[config.mk]
export PLATFORM = sky130hd
export DESIGN_NAME = fifo_rd_arbiter_flat
export DESIGN_NICKNAME = d
export VERILOG_FILES = /design/src/rtl/fifo_rd_arbiter_pkg.sv /design/src/rtl/fifo_rd_arbiter_if.sv /design/src/rtl/fifo_rd_arbiter_rr_priority_pick.sv /design/src/rtl/fifo_rd_arbiter.sv /design/src/flat_wrapper.sv
export SDC_FILE = /design/constraint.sdc
export NUM_CORES = 1
export LEC_CHECK = 0
export ABC_AREA = 1
export BUFFER_PORTS_ARGS = -buffer_cell sky130_fd_sc_hd__buf_2
export CAP_MARGIN = 10
export CORE_UTILIZATION = 31
export DETAILED_ROUTE_END_ITERATION = 8
export PLACE_DENSITY = 0.75
export REMOVE_ABC_BUFFERS = 1
export SETUP_SLACK_MARGIN = 0.1
export SYNTH_ARGS = -nofsm -noshare
export SYNTH_HDL_FRONTEND = slang
export SYNTH_SLANG_ARGS = --single-unit
[constraint.sdc]
create_clock -name clk -period 1.8 [get_ports clk]
set_input_delay 0.18 -clock clk [delete_from_list [all_inputs] [get_ports clk]]
set_output_delay 0.18 -clock clk [all_outputs]
set_load 0.005 [all_outputs]
[src/rtl/fifo_rd_arbiter_pkg.sv]
// Shared types and helpers for the FIFO read arbiter.
//   arb_state_e : arbiter FSM state (IDLE arbitrates, BURST owns the read port)
//   rr_pick     : behavioural round-robin pick (first set bit at or above ptr, with wrap).
//                 The arbiter uses rr_priority_pick for the same job. This function is
//                 available to other blocks, such as the write-side arbiter.
package fifo_rd_arbiter_pkg;

   typedef enum logic {
      IDLE  = 1'b0,
      BURST = 1'b1
   } arb_state_e;

   localparam int MAX_REQ  = 32;
   localparam int MAX_ID_W = $clog2(MAX_REQ);

   typedef struct packed {
      logic                found;
      logic [MAX_ID_W-1:0] idx;
   } rr_pick_t;

   function automatic rr_pick_t rr_pick(input logic [MAX_REQ-1:0] req,
                                        input int unsigned n,
                                        input int unsigned ptr);
      rr_pick_t r;
      r = '0;
      for (int unsigned k = 0; k < n; k++) begin
         int unsigned j;
         j = (ptr + k) % n;
         if (!r.found && req[j]) begin
            r.found = 1'b1;
            r.idx   = MAX_ID_W'(j);
         end
      end
      return r;
   endfunction

endpackage

[src/rtl/fifo_rd_arbiter_if.sv]
// Read-side bundle between the consumer engines, the arbiter and the FIFO.
//   req/grant/accept : per-requester request, ownership and accepted-read pulse
//   fifo_read_*      : FIFO read handshake (data valid the cycle after an accept)
//   rsp_*            : read data returned to the owner, tagged with its id
//   busy             : arbiter is in a burst
// Modport master is the arbiter side. Modport slave is the requesters plus the FIFO.
interface fifo_rd_arbiter_if #(
   parameter int NUM_REQ    = 4,
   parameter int DATA_WIDTH = 64,
   parameter int ID_W       = $clog2(NUM_REQ)
);
   logic [NUM_REQ-1:0]    req;
   logic [NUM_REQ-1:0]    grant;
   logic [NUM_REQ-1:0]    accept;
   logic                  fifo_read_req;
   logic                  fifo_read_ready;
   logic [DATA_WIDTH-1:0] fifo_read_data;
   logic                  rsp_valid;
   logic [ID_W-1:0]       rsp_id;
   logic [DATA_WIDTH-1:0] rsp_data;
   logic                  busy;

   modport master (
      input  req, fifo_read_ready, fifo_read_data,
      output grant, accept, fifo_read_req, rsp_valid, rsp_id, rsp_data, busy
   );

   modport slave (
      output req, fifo_read_ready, fifo_read_data,
      input  grant, accept, fifo_read_req, rsp_valid, rsp_id, rsp_data, busy
   );
endinterface

[src/rtl/fifo_rd_arbiter_rr_priority_pick.sv]
// Combinational round-robin priority pick.
//   req_i   : request vector
//   ptr_i   : highest-priority index
//   idx_o   : first set request at or above ptr_i, with wrap-around
//   found_o : at least one request is set
// The block rotates so that ptr_i lands on bit 0, finds the first set bit, and then
// un-rotates by adding ptr_i back. N is a power of two, so the add wraps naturally.
module rr_priority_pick #(
   parameter  int N  = 4,
   localparam int IW = $clog2(N)
) (
   input  logic [N-1:0]  req_i,
   input  logic [IW-1:0] ptr_i,
   output logic [IW-1:0] idx_o,
   output logic          found_o
);

   logic [2*N-1:0] dbl;
   logic [N-1:0]   rot;
   logic [IW-1:0]  off;

   always_comb begin
      dbl     = {req_i, req_i} >> ptr_i;
      rot     = dbl[N-1:0];
      off     = '0;
      found_o = 1'b0;
      // Scan downward so that the lowest set bit wins.
      for (int i = N - 1; i >= 0; i--) begin
         if (rot[i]) begin
            off     = IW'(i);
            found_o = 1'b1;
         end
      end
      idx_o = ptr_i + off;
   end

endmodule

[src/rtl/fifo_rd_arbiter.sv]
// Round-robin read arbiter that shares one FIFO read port among NUM_REQ consumers.
//   clk, reset : clock, synchronous active-high reset
//   bus        : fifo_rd_arbiter_if.master (requests, grant, accept, FIFO read
//                handshake, tagged response, busy)
// Each grant allows at most BURST_LEN accepted reads. One IDLE cycle of arbitration
// sits between bursts. Read data is passed straight through to the response, and
// rsp_valid/rsp_id are registered so that they line up with it.
module fifo_rd_arbiter
   import fifo_rd_arbiter_pkg::*;
#(
   parameter  int NUM_REQ    = 4,
   parameter  int DATA_WIDTH = 64,
   parameter  int BURST_LEN  = 4,
   localparam int ID_W       = $clog2(NUM_REQ),
   localparam int CNT_W      = $clog2(BURST_LEN + 1)
) (
   input logic               clk,
   input logic               reset,
   fifo_rd_arbiter_if.master bus
);

   if (NUM_REQ < 2 || (NUM_REQ & (NUM_REQ - 1)) != 0) begin : g_bad_num_req
      $error("NUM_REQ must be a power of two and at least 2");
   end
   if (BURST_LEN < 1) begin : g_bad_burst_len
      $error("BURST_LEN must be at least 1");
   end

   arb_state_e            state_q;
   logic [ID_W-1:0]       owner_q;
   logic [ID_W-1:0]       rr_ptr_q;
   logic [CNT_W-1:0]      burst_cnt_q;
   logic [CNT_W-1:0]      burst_cnt_d;
   logic [NUM_REQ-1:0]    grant_q;
   logic                  rsp_valid_q;
   logic [ID_W-1:0]       rsp_id_q;

   logic [ID_W-1:0]       pick_idx;
   logic                  pick_found;
   logic                  rd_req;
   logic                  rd_acc;
   logic                  burst_last;
   logic [DATA_WIDTH-1:0] rd_data;

   rr_priority_pick #(.N(NUM_REQ)) u_pick (
      .req_i   (bus.req),
      .ptr_i   (rr_ptr_q),
      .idx_o   (pick_idx),
      .found_o (pick_found)
   );

   // The owner's request is forwarded to the FIFO. An accept is that request meeting ready.
   assign rd_req      = (state_q == BURST) && bus.req[owner_q];
   assign rd_acc      = rd_req && bus.fifo_read_ready;
   assign burst_cnt_d = burst_cnt_q + CNT_W'(1);
   assign burst_last  = (burst_cnt_d == CNT_W'(BURST_LEN));
   assign rd_data     = bus.fifo_read_data;

   assign bus.grant         = grant_q;
   assign bus.accept        = rd_acc ? grant_q : '0;
   assign bus.fifo_read_req = rd_req;
   assign bus.rsp_valid     = rsp_valid_q;
   assign bus.rsp_id        = rsp_id_q;
   assign bus.rsp_data      = rd_data;
   assign bus.busy          = (state_q == BURST);

   always_ff @(posedge clk) begin
      if (reset) begin
         state_q     <= IDLE;
         owner_q     <= '0;
         rr_ptr_q    <= '0;
         burst_cnt_q <= '0;
         grant_q     <= '0;
         rsp_valid_q <= 1'b0;
         rsp_id_q    <= '0;
      end else begin
         // Response stage: the FIFO presents the word one cycle after the accept.
         rsp_valid_q <= rd_acc;
         rsp_id_q    <= owner_q;

         case (state_q)
            IDLE: begin
               if (pick_found) begin
                  owner_q     <= pick_idx;
                  burst_cnt_q <= '0;
                  grant_q     <= NUM_REQ'(1) << pick_idx;
                  state_q     <= BURST;
               end
            end
            BURST: begin
               if (rd_acc) begin
                  burst_cnt_q <= burst_cnt_d;
               end
               // Stay only while reads keep being accepted below the burst limit.
               // A dropped request and a FIFO with no word available both end the
               // burst, so an owner cannot hold an empty FIFO.
               if (!rd_acc || burst_last) begin
                  state_q  <= IDLE;
                  grant_q  <= '0;
                  rr_ptr_q <= owner_q + ID_W'(1);
               end
            end
         endcase
      end
   end

   a_grant_onehot : assert property (@(posedge clk) disable iff (reset) $onehot0(bus.grant));
   a_accept_onehot : assert property (@(posedge clk) disable iff (reset) $onehot0(bus.accept));

endmodule

[src/flat_wrapper.sv]
// flat-port wrapper written by rule: the top's interface ports become plain ports
module fifo_rd_arbiter_flat import fifo_rd_arbiter_pkg::*;
#(
   parameter  int NUM_REQ    = 4,
   parameter  int DATA_WIDTH = 64,
   parameter  int BURST_LEN  = 4,
   localparam int ID_W       = $clog2(NUM_REQ),
   localparam int CNT_W      = $clog2(BURST_LEN + 1)
)
  (clk, reset, bus_req, bus_fifo_read_ready, bus_fifo_read_data, bus_grant, bus_accept, bus_fifo_read_req, bus_rsp_valid, bus_rsp_id, bus_rsp_data, bus_busy);
  fifo_rd_arbiter_if #(.NUM_REQ(NUM_REQ), .DATA_WIDTH(DATA_WIDTH)) bus_i ();
  input logic clk;
  input logic reset;
  input wire logic [$bits(bus_i.req)-1:0] bus_req;
  input wire logic [$bits(bus_i.fifo_read_ready)-1:0] bus_fifo_read_ready;
  input wire logic [$bits(bus_i.fifo_read_data)-1:0] bus_fifo_read_data;
  output wire logic [$bits(bus_i.grant)-1:0] bus_grant;
  output wire logic [$bits(bus_i.accept)-1:0] bus_accept;
  output wire logic [$bits(bus_i.fifo_read_req)-1:0] bus_fifo_read_req;
  output wire logic [$bits(bus_i.rsp_valid)-1:0] bus_rsp_valid;
  output wire logic [$bits(bus_i.rsp_id)-1:0] bus_rsp_id;
  output wire logic [$bits(bus_i.rsp_data)-1:0] bus_rsp_data;
  output wire logic [$bits(bus_i.busy)-1:0] bus_busy;
  assign bus_i.req = bus_req;
  assign bus_i.fifo_read_ready = bus_fifo_read_ready;
  assign bus_i.fifo_read_data = bus_fifo_read_data;
  assign bus_grant = bus_i.grant;
  assign bus_accept = bus_i.accept;
  assign bus_fifo_read_req = bus_i.fifo_read_req;
  assign bus_rsp_valid = bus_i.rsp_valid;
  assign bus_rsp_id = bus_i.rsp_id;
  assign bus_rsp_data = bus_i.rsp_data;
  assign bus_busy = bus_i.busy;
  fifo_rd_arbiter #(.NUM_REQ(NUM_REQ), .DATA_WIDTH(DATA_WIDTH), .BURST_LEN(BURST_LEN)) u_core (.clk(clk), .reset(reset), .bus(bus_i));
endmodule
## After elaboration in Yosys (flattened, before gate mapping)

Index checks and enable logic that the tools add are counted.

| word-level totals | value |
|---|---|
| flip-flop bits (word level) | 15 |
| word-level logic and storage cells | 46 |
| bits in read-only memories | 0 |
| memories kept | 0 |
| bits in latches | 0 |
| bits in writable memories | 0 |
| bits of input ports | 71 |

| cells by class | value |
|---|---|
| multiplexer cells | 20 |
| shift-type cells | 2 |
| add/subtract/negate cells | 3 |
| reduce and logical (&&, ||, !) cells | 8 |
| divide/modulo/power cells | 0 |
| $mul | 0 |
| bitwise logic cells | 1 |
| equal/unequal tests | 4 |
| order comparisons | 1 |

Operators with widths:

| kind | number |
|---|---|
| 2-to-1 mux 4 bit | 3 |
| 2-to-1 mux 2 bit | 4 |
| one-hot mux 4 bit (2 select lines) | 1 |
| AND reduction 2 bit | 4 |
| >> shifter 8 x 2 -> 4 bit | 1 |
| 2-to-1 mux 1 bit | 7 |
| 2-to-1 mux 3 bit | 2 |
| one-hot mux 3 bit (2 select lines) | 1 |
| inequality test 2 bit (second input constant) | 2 |
| << shifter 1 x 2 -> 4 bit (first input constant) | 1 |
| adder 3 x 1 -> 3 bit (second input constant) | 1 |
| == test 3 bit (second input constant) | 1 |
| less-than comparator 2 x 3 -> 1 bit (second input constant) | 1 |
| adder 2 x 1 -> 2 bit (second input constant) | 1 |
| adder 2 bit | 1 |
| binary-select mux 1 bit (select 2 bit) | 1 |
| logical AND 1 bit | 2 |
| inequality test 2 x 1 -> 1 bit (second input constant) | 1 |
| one-hot mux 1 bit (2 select lines) | 1 |
| logical NOT 1 bit | 1 |
| logical OR 1 bit | 1 |
| NOT 1 bit | 1 |

## Depth between registers and ports, before layout

Gate-level depths: netlist (run 1).

| depth | value |
|---|---|
| depth after elaboration | 9 |
| depth in mapped cells | 14 |
| gate-level depth less buffers | 14 |

## Cells and area by module

A second synthesis (run 1) with hierarchy kept.

| unflattened totals | value |
|---|---|
| cells, all modules | 196 |
| area total of the unflattened synthesis | 1388.8 µm² |

Modules (own cells, without submodules):

| module | area each (µm²) | cells an instance | sequential area each (µm²) | instances |
|---|---|---|---|---|
| fifo_rd_arbiter | 1223.7 | 161 | 300.3 | 1 |
| rr_priority_pick | 165.2 | 35 | 0.0 | 1 |

## Worst setup path before layout (run 1)

Ideal clock, no wire load.

| path | value |
|---|---|
| path type | reg2reg |
| from | reg u_core.rr_ptr_q[0] |
| to | reg u_core.grant_q[0] (netlist: u_core.bus.grant[0]) |
| arrival time | 1678 ps |
| stages on the path, launching flop included | 15 |
| path slack | 57 ps |
| period minus slack after synthesis | 1743 ps |
| cell sequence | dfxtp_1 > inv_2 > nand2_1 > nand3_1 > nand2_1 > nand3_1 > a21boi_0 > ha_1 > xor2_1 > inv_1 > nand3_1 > nand2_2 > nor2_1 > nor2_1 > nor2_1 |

| on the way | value |
|---|---|
| cells in the longest elaborated chain, start to end | 9 |

Ends and longest elaborated chain:

| element | RTL line | text |
|---|---|---|
| from (decl) | fifo_rd_arbiter.sv:31 | `logic [ID_W-1:0] rr_ptr_q;` |
| from (signal assigned) | fifo_rd_arbiter.sv:100 | `rr_ptr_q <= owner_q + ID_W'(1);` |
| >> shifter 8 x 2 -> 4 bit | fifo_rd_arbiter_rr_priority_pick.sv:23 | `dbl = {req_i, req_i} >> ptr_i;` |
| 2-to-1 mux 2 bit (4 in series) | fifo_rd_arbiter_rr_priority_pick.sv:29 | `if (rot[i]) begin` |
| adder 2 bit | fifo_rd_arbiter_rr_priority_pick.sv:34 | `idx_o = ptr_i + off;` |
| << shifter 1 x 2 -> 4 bit | fifo_rd_arbiter.sv:86 | `grant_q <= NUM_REQ'(1) << pick_idx;` |
| 2-to-1 mux 4 bit | fifo_rd_arbiter.sv:83 | `if (pick_found) begin` |
| one-hot mux 4 bit (2 select lines) | fifo_rd_arbiter.sv:81 | `case (state_q)` |
| to (signal assigned) | fifo_rd_arbiter.sv:86 |  |
| to (decl) | fifo_rd_arbiter.sv:34 | `logic [NUM_REQ-1:0] grant_q;` |

Parallel ways exist; a longest one is shown, timed or not. The select of a mux whose other input is x is not followed.
A chain may end at the register's enable or synchronous reset.

## Worst setup path in the final report (run 1)

Ends and elaborated chain as after synthesis.

==> flow_metrics.tcl, run 1 <==
set metrics [dict create \
    drc 0 \
    path_class "register to register" \
    cts_tree "built" \
    ys_warn_count 0 \
    final_max_slew_viol_count 0 \
    finalWorstSetupSlack_ns 0.0780 \
    clkLatencyLatePin_ns 0.25 \
    finalPower_mw 1.46 \
    antenna_found_initial 0 \
    postSynthCellCount 194 \
    finalWirelength_um 7060 \
    path_max_fanout 5 \
    min_path_type "primary input to register" \
    grt_usage_pct 30.3 \
    status "completed" \
    rsz0062_at_grt "yes" \
    vias_per_cell 5.15 \
    core_um2 4090 \
    area_delta_synth_final_pct -8.23 \
    holdWs_ns 0.246 \
    gp_congestion 0.905 \
    htreeDepth 1 \
    io_pins 148 \
    timing.slew.headroom_pct 83.4 \
    die_x_um 68.1 \
    clkTransAtPathRegs_ns 0.06 \
    fin_crit_ns 1.72 \
    crit_path_start_kind "register" \
    post-place-ws_ns -0.0905 \
    dp_hpwl_um 6320 \
    min_period_over_period_pct 95.7 \
    setup_viol 0 \
    nNetsFinal 240 \
    fin_util_pct 30.4 \
    holdBufCountCts 0 \
    worst_slew_pin_slew_ns 0.248 \
    die_y_um 68.1 \
    drt_pass1_iterations 4 \
    worstPathArrival_ns 1.91 \
    dieArea_um2 4640 \
    cts_sinks 15 \
    vias 1108 \
    power.density_nw_per_um2 1170 \
    vdd_drop_max_mv 0.671 \
    clockBufferDepth 2 \
    num_rows 23 \
    synth_seq_cells 15 \
    drt_first_iter_violations 46 \
    yosysSeqAreaShare_pct 22.2 \
    globalRoute.totalOverflow 0 \
    layoutNonFillerInstCount 215 \
    io_buffers 19 \
    grt_max_degree 13 \
    antennaDiodeCount 0 \
    fmax_mhz 581 \
    hold_viol 0 \
    grt_pass1_wl_um 8600 \
    wire_per_inst_um 32.8 \
    synthDistinctLibCells 23 \
    crit_required_ns 1.99 \
    syn_area_per_cell_um2 6.98 \
    max_cap_viol_count 0 \
    cts-root-buf "clkbuf_8" \
    postRouteAntennaNets 0 \
    layout-drive-gt1-share_pct 43.6 \
    dp_cells 203 \
    numCtsBuffers 3 \
    syn_area_um2 1350 \
    start_util_pct 33.1 \
    clock_skew_ns 0.00395 \
    worst_setup_path_end_kind "register" \
    power_leakage_nw 0.609 \
    grt_pass1_vias 987 \
]
critical path, stage by stage, from the launching register on:
cell and delay (ns):
dfxtp_4 0.38, inv_4 0.06, nand2_4 0.07, nand3_2 0.07, nand2_2 0.09, nand3_2 0.08, a21boi_2 0.12, ha_2 0.19
xor2_2 0.16, inv_1 0.08, nand3_2 0.08, nand2_2 0.08, nor2_1 0.10, nor2_1 0.04, nor2_1 0.06
through the flow:
stage / setup TNS, ns / area (um^2)
6_report: 0 / 1240
5_1_grt: -0.190 / 1240
3_5_place_dp: -0.344 / 1060
4_1_cts: 0 / 1150
2_1_floorplan: 0 / 862
3_3_place_gp: -0.000824 / 1060
power by group:
group,total [mW],internal [mW],switching (mW)
clock,0.273,0.157,0.116
sequential,0.466,0.402,0.0636
combinational,0.721,0.308,0.413
registers in the layout, summed over array words and instances, names as in the netlist:
name	flops
u_core.bus.rsp_valid	1
u_core.burst_cnt_q	3
u_core.owner_q	2
u_core.rr_ptr_q	2
u_core.bus.grant	4
u_core.bus.busy	1
u_core.bus.rsp_id	2
cell families (layout without fill, tap and decap cells):
group	after synthesis	in the layout	synth area share, %
adder cells (fa/ha/maj)	3	3	2.77
AND/OR/NAND/NOR	74	75	26.2
XOR/XNOR	1	1	0.647
AO/OA/AOI/OAI	16	16	6.56
buffers and inverters	85	55	41.6
flip-flops	15	15	22.2
layer usage:
metal	global-route usage [%]	vias to the layer above	wire length, um
met3	41.7	11	2120
met4	6.25	0	161
met2	55.9	109	3590
met1	13.9	499	1190
li1	-	489	-
met5	3.75	-	0
Yosys cell counts, drive strengths merged:
master / n / area (um^2)
a21oi: 10 / 53.8
buf: 65 / 488
dfxtp: 15 / 300
ha: 3 / 37.5
o21ai: 4 / 20.0
nor2: 16 / 67.6
a21boi: 1 / 7.51
or2: 1 / 6.26
inv: 19 / 71.3
a211oi: 1 / 7.51
xor2: 1 / 8.76
clkbuf: 1 / 3.75
nand2: 35 / 164
nor3: 1 / 5.00
nand4: 2 / 12.5
nand3: 19 / 100
repair_timing:
item,in CTS,in global routing
buffers inserted,2,5
pin swaps,7,14
setup endpoints to repair,5,14
cloned,0,1
gates resized for setup,9,13
cells in the final DEF, fill, tap and decap left out, types with 2 or more instances in the layout:
cell,instances
a21oi_1,9
buf_4,13
ha_1,2
nand2_2,14
nor2_1,13
o21ai_0,3
nand3_1,13
inv_2,4
nand2_4,3
clkbuf_8,3
nor2_2,2
buf_2,19
dfxtp_1,13
nand4_1,2
nand2_1,19
inv_1,14
nand3_2,6
final timing paths:
| path | startpoint | end | slack [ns] | cells after the start |
|---|---|---|---|---|
| worst min-delay path | reset | u_core.bus.grant[0] | 0.25 | 2 |
| worst max-delay path | u_core.rr_ptr_q[0] | u_core.bus.grant[0] | 0.08 | 14 |
| worst min register to register | u_core.burst_cnt_q[0] | u_core.burst_cnt_q[0] | 0.49 | 1 |
| worst max register to register | u_core.rr_ptr_q[0] | u_core.bus.grant[0] | 0.08 | 14 |
layout make-up:
| type | count | area, um^2 |
|---|---|---|
| fillers | 453 | 2840 |
| multi-input cells | 95 | 563 |
| flip-flops and latches | 15 | 305 |
| repair buffers | 32 | 193 |
| inverters | 19 | 73.8 |
| well taps | 50 | 62.6 |
| clock buffers | 4 | 45.0 |
Power figures use the tool's default switching activity.
==> inputs of run 2 (changes only) <==
--- a/config.mk
+++ b/config.mk
@@ -8,6 +8,7 @@
 export ABC_AREA = 1
 export BUFFER_PORTS_ARGS = -buffer_cell sky130_fd_sc_hd__buf_2
 export CAP_MARGIN = 10
+export CORE_MARGIN = 5
 export CORE_UTILIZATION = 31
 export DETAILED_ROUTE_END_ITERATION = 8
 export PLACE_DENSITY = 0.75
==> flow_metrics.tcl, run 2 (same netlist as run 1, synthesis figures left out) <==
set metrics [dict create \
    vias 1071 \
    drt_pass1_iterations 4 \
    finalWorstSetupSlack_ns 0.0963 \
    area_delta_synth_final_pct -9.52 \
    wire_per_inst_um 34.3 \
    min_path_type "primary input to register" \
    layout-drive-gt1-share_pct 42.5 \
    core_um2 4290 \
    design_area_um2 1220 \
    grt_max_degree 13 \
    timing.slew.headroom_pct 81.6 \
    layout_common_cells "21 x nand2_1, 19 x buf_2, 14 x inv_1" \
    hold_viol 0 \
    rsz0062_at_grt "yes" \
    globalRoute.totalOverflow 0 \
    setup_viol 0 \
    largest_reg_flops 4 \
    seq_power_share_pct 32.1 \
    clockPowerShare_pct 19.6 \
    holdBufCountCts 0 \
    cts-root-buf "clkbuf_8" \
    vdd_drop_max_mv 0.367 \
    power_leakage_nw 0.593 \
    crit_chain "nand2_1 > nand3_2 > nand2_2 > buf_4 > buf_4 > buf_4 > nand2_2 > inv_2 > nand2_2 > nand2_4 > nand2_2 > nor2_2 > nor2_1 > nor2_1" \
    slowest_stage "dfxtp_4" \
    status "completed" \
    clkLatencyLatePin_ns 0.26 \
    num_rows 24 \
    io_pins 148 \
    timing.critical_path.buf_inv 4 \
    rr_startpoint "u_core.rr_ptr_q[0]" \
    antenna_found_initial 0 \
    cp_common_cell "nand2_2" \
    vias_per_cell 5.05 \
    power.density_nw_per_um2 1200 \
    final_max_slew_viol_count 0 \
    fmax_mhz 587 \
    hold-path-endpoint "u_core.bus.grant[3]" \
    grt_pass1_vias 986 \
    hp-start "reset" \
    worstPathArrival_ns 1.84 \
    dp_hpwl_um 6410 \
    gp_congestion 0.885 \
    htreeDepth 1 \
    min_period_over_period_pct 94.6 \
    clkTransAtPathRegs_ns 0.07 \
    finalWirelength_um 7270 \
    path_max_fanout 10 \
    path_class "register to register" \
    antennaDiodeCount 0 \
    fin_crit_ns 1.70 \
    fin_setup_tns_ns 0 \
    clock_skew_ns 0.00983 \
    p_sw_share_pct 41.6 \
    max_cap_viol_count 0 \
    grt_usage_pct 23.6 \
    cts_sinks 15 \
    postRouteAntennaNets 0 \
    dieArea_um2 5790 \
    crit_family "simple AND/OR/NAND/NOR gates" \
    drt_first_iter_violations 121 \
    internal-power_mw 0.856 \
    dpl_cell_area_um2 1070 \
    hold_path_depth 2 \
    io_buffers 19 \
    die_y_um 76.1 \
    worst_slew_pin_slew_ns 0.276 \
    crit_required_ns 1.93 \
    reg2reg_to "u_core.bus.grant[0]" \
    layout_commonest_cell "nand2_1" \
    nNetsFinal 235 \
    switchingPower_mw 0.611 \
    cp_slowest_stage_delay_ns 0.39 \
    cts_tree "built" \
    fin_util_pct 28.5 \
    ff2ff_path_depth 14 \
    die_x_um 76.1 \
    grt_pass1_wl_um 9290 \
    numCtsBuffers 3 \
    worst_setup_path_end_kind "register" \
    drc 0 \
    start_util_pct 31.5 \
    crit_path_start_kind "register" \
    clockBufferDepth 2 \
    pwr-share-comb_pct 48.4 \
    worst-r2r-setup-slack_ns 0.1 \
    post-place-ws_ns -0.116 \
]
[run 2: power groups by stage]
stage                     Combinational, mW  Sequential (mW)  Clock, mW
after detailed placement              0.576            0.462          0
final                                 0.710            0.470      0.287
after global placement                0.572            0.462          0
after global routing                  0.788            0.480      0.299
after CTS                             0.621            0.461      0.286
after floorplan                       0.389            0.461          0
[run 2: cell type report]
class | count | area, um^2
Inverter | 19 | 76.3
Tap cell | 52 | 65.1
Clock buffer | 4 | 45.0
Sequential cell | 15 | 307
Multi-Input combinational cell | 94 | 569
Fill cell | 471 | 3070
Timing Repair Buffer | 28 | 163
[run 2: what timing repair did]
item | in CTS | in global routing
buffers inserted | 2 | 1
pin swaps | 8 | 5
gates resized for setup | 10 | 16
cloned | 0 | 0
endpoints found under the setup margin | 5 | 11
[run 2: worst max-delay path by stage]
stage	startpoint	to	slack [ns]	cells past startpoint
floorplan	u_core.rr_ptr_q[0]	u_core.bus.grant[0]	0.05	14
global placement	u_core.rr_ptr_q[0]	u_core.bus.grant[0]	-0.02	14
detailed placement	u_core.rr_ptr_q[0]	u_core.bus.grant[0]	-0.12	14
CTS	u_core.rr_ptr_q[0]	u_core.bus.grant[0]	0.07	14
global route	u_core.rr_ptr_q[0]	u_core.bus.grant[0]	-0.05	13
finish	u_core.rr_ptr_q[0]	u_core.bus.grant[0]	0.1	14
[run 2: metal layers]
metal / share of wire (%) / global-route usage, % / wire length (um)
met1: 19 / 13.0 / 1420
met2: 45 / 35.8 / 3270
met3: 33 / 38.3 / 2380
met4: 2.6 / 6.12 / 192
met5: 0 / 5.45 / 0
[run 2: per-stage QoR]
step,total power [mW],hold slack (ns),cells
4_1_cts,1.37,0.255,211
6_report,1.47,0.258,212
3_3_place_gp,1.03,0.360,205
3_5_place_dp,1.04,0.360,205
2_1_floorplan,0.851,0.249,128
5_1_grt,1.57,0.276,212
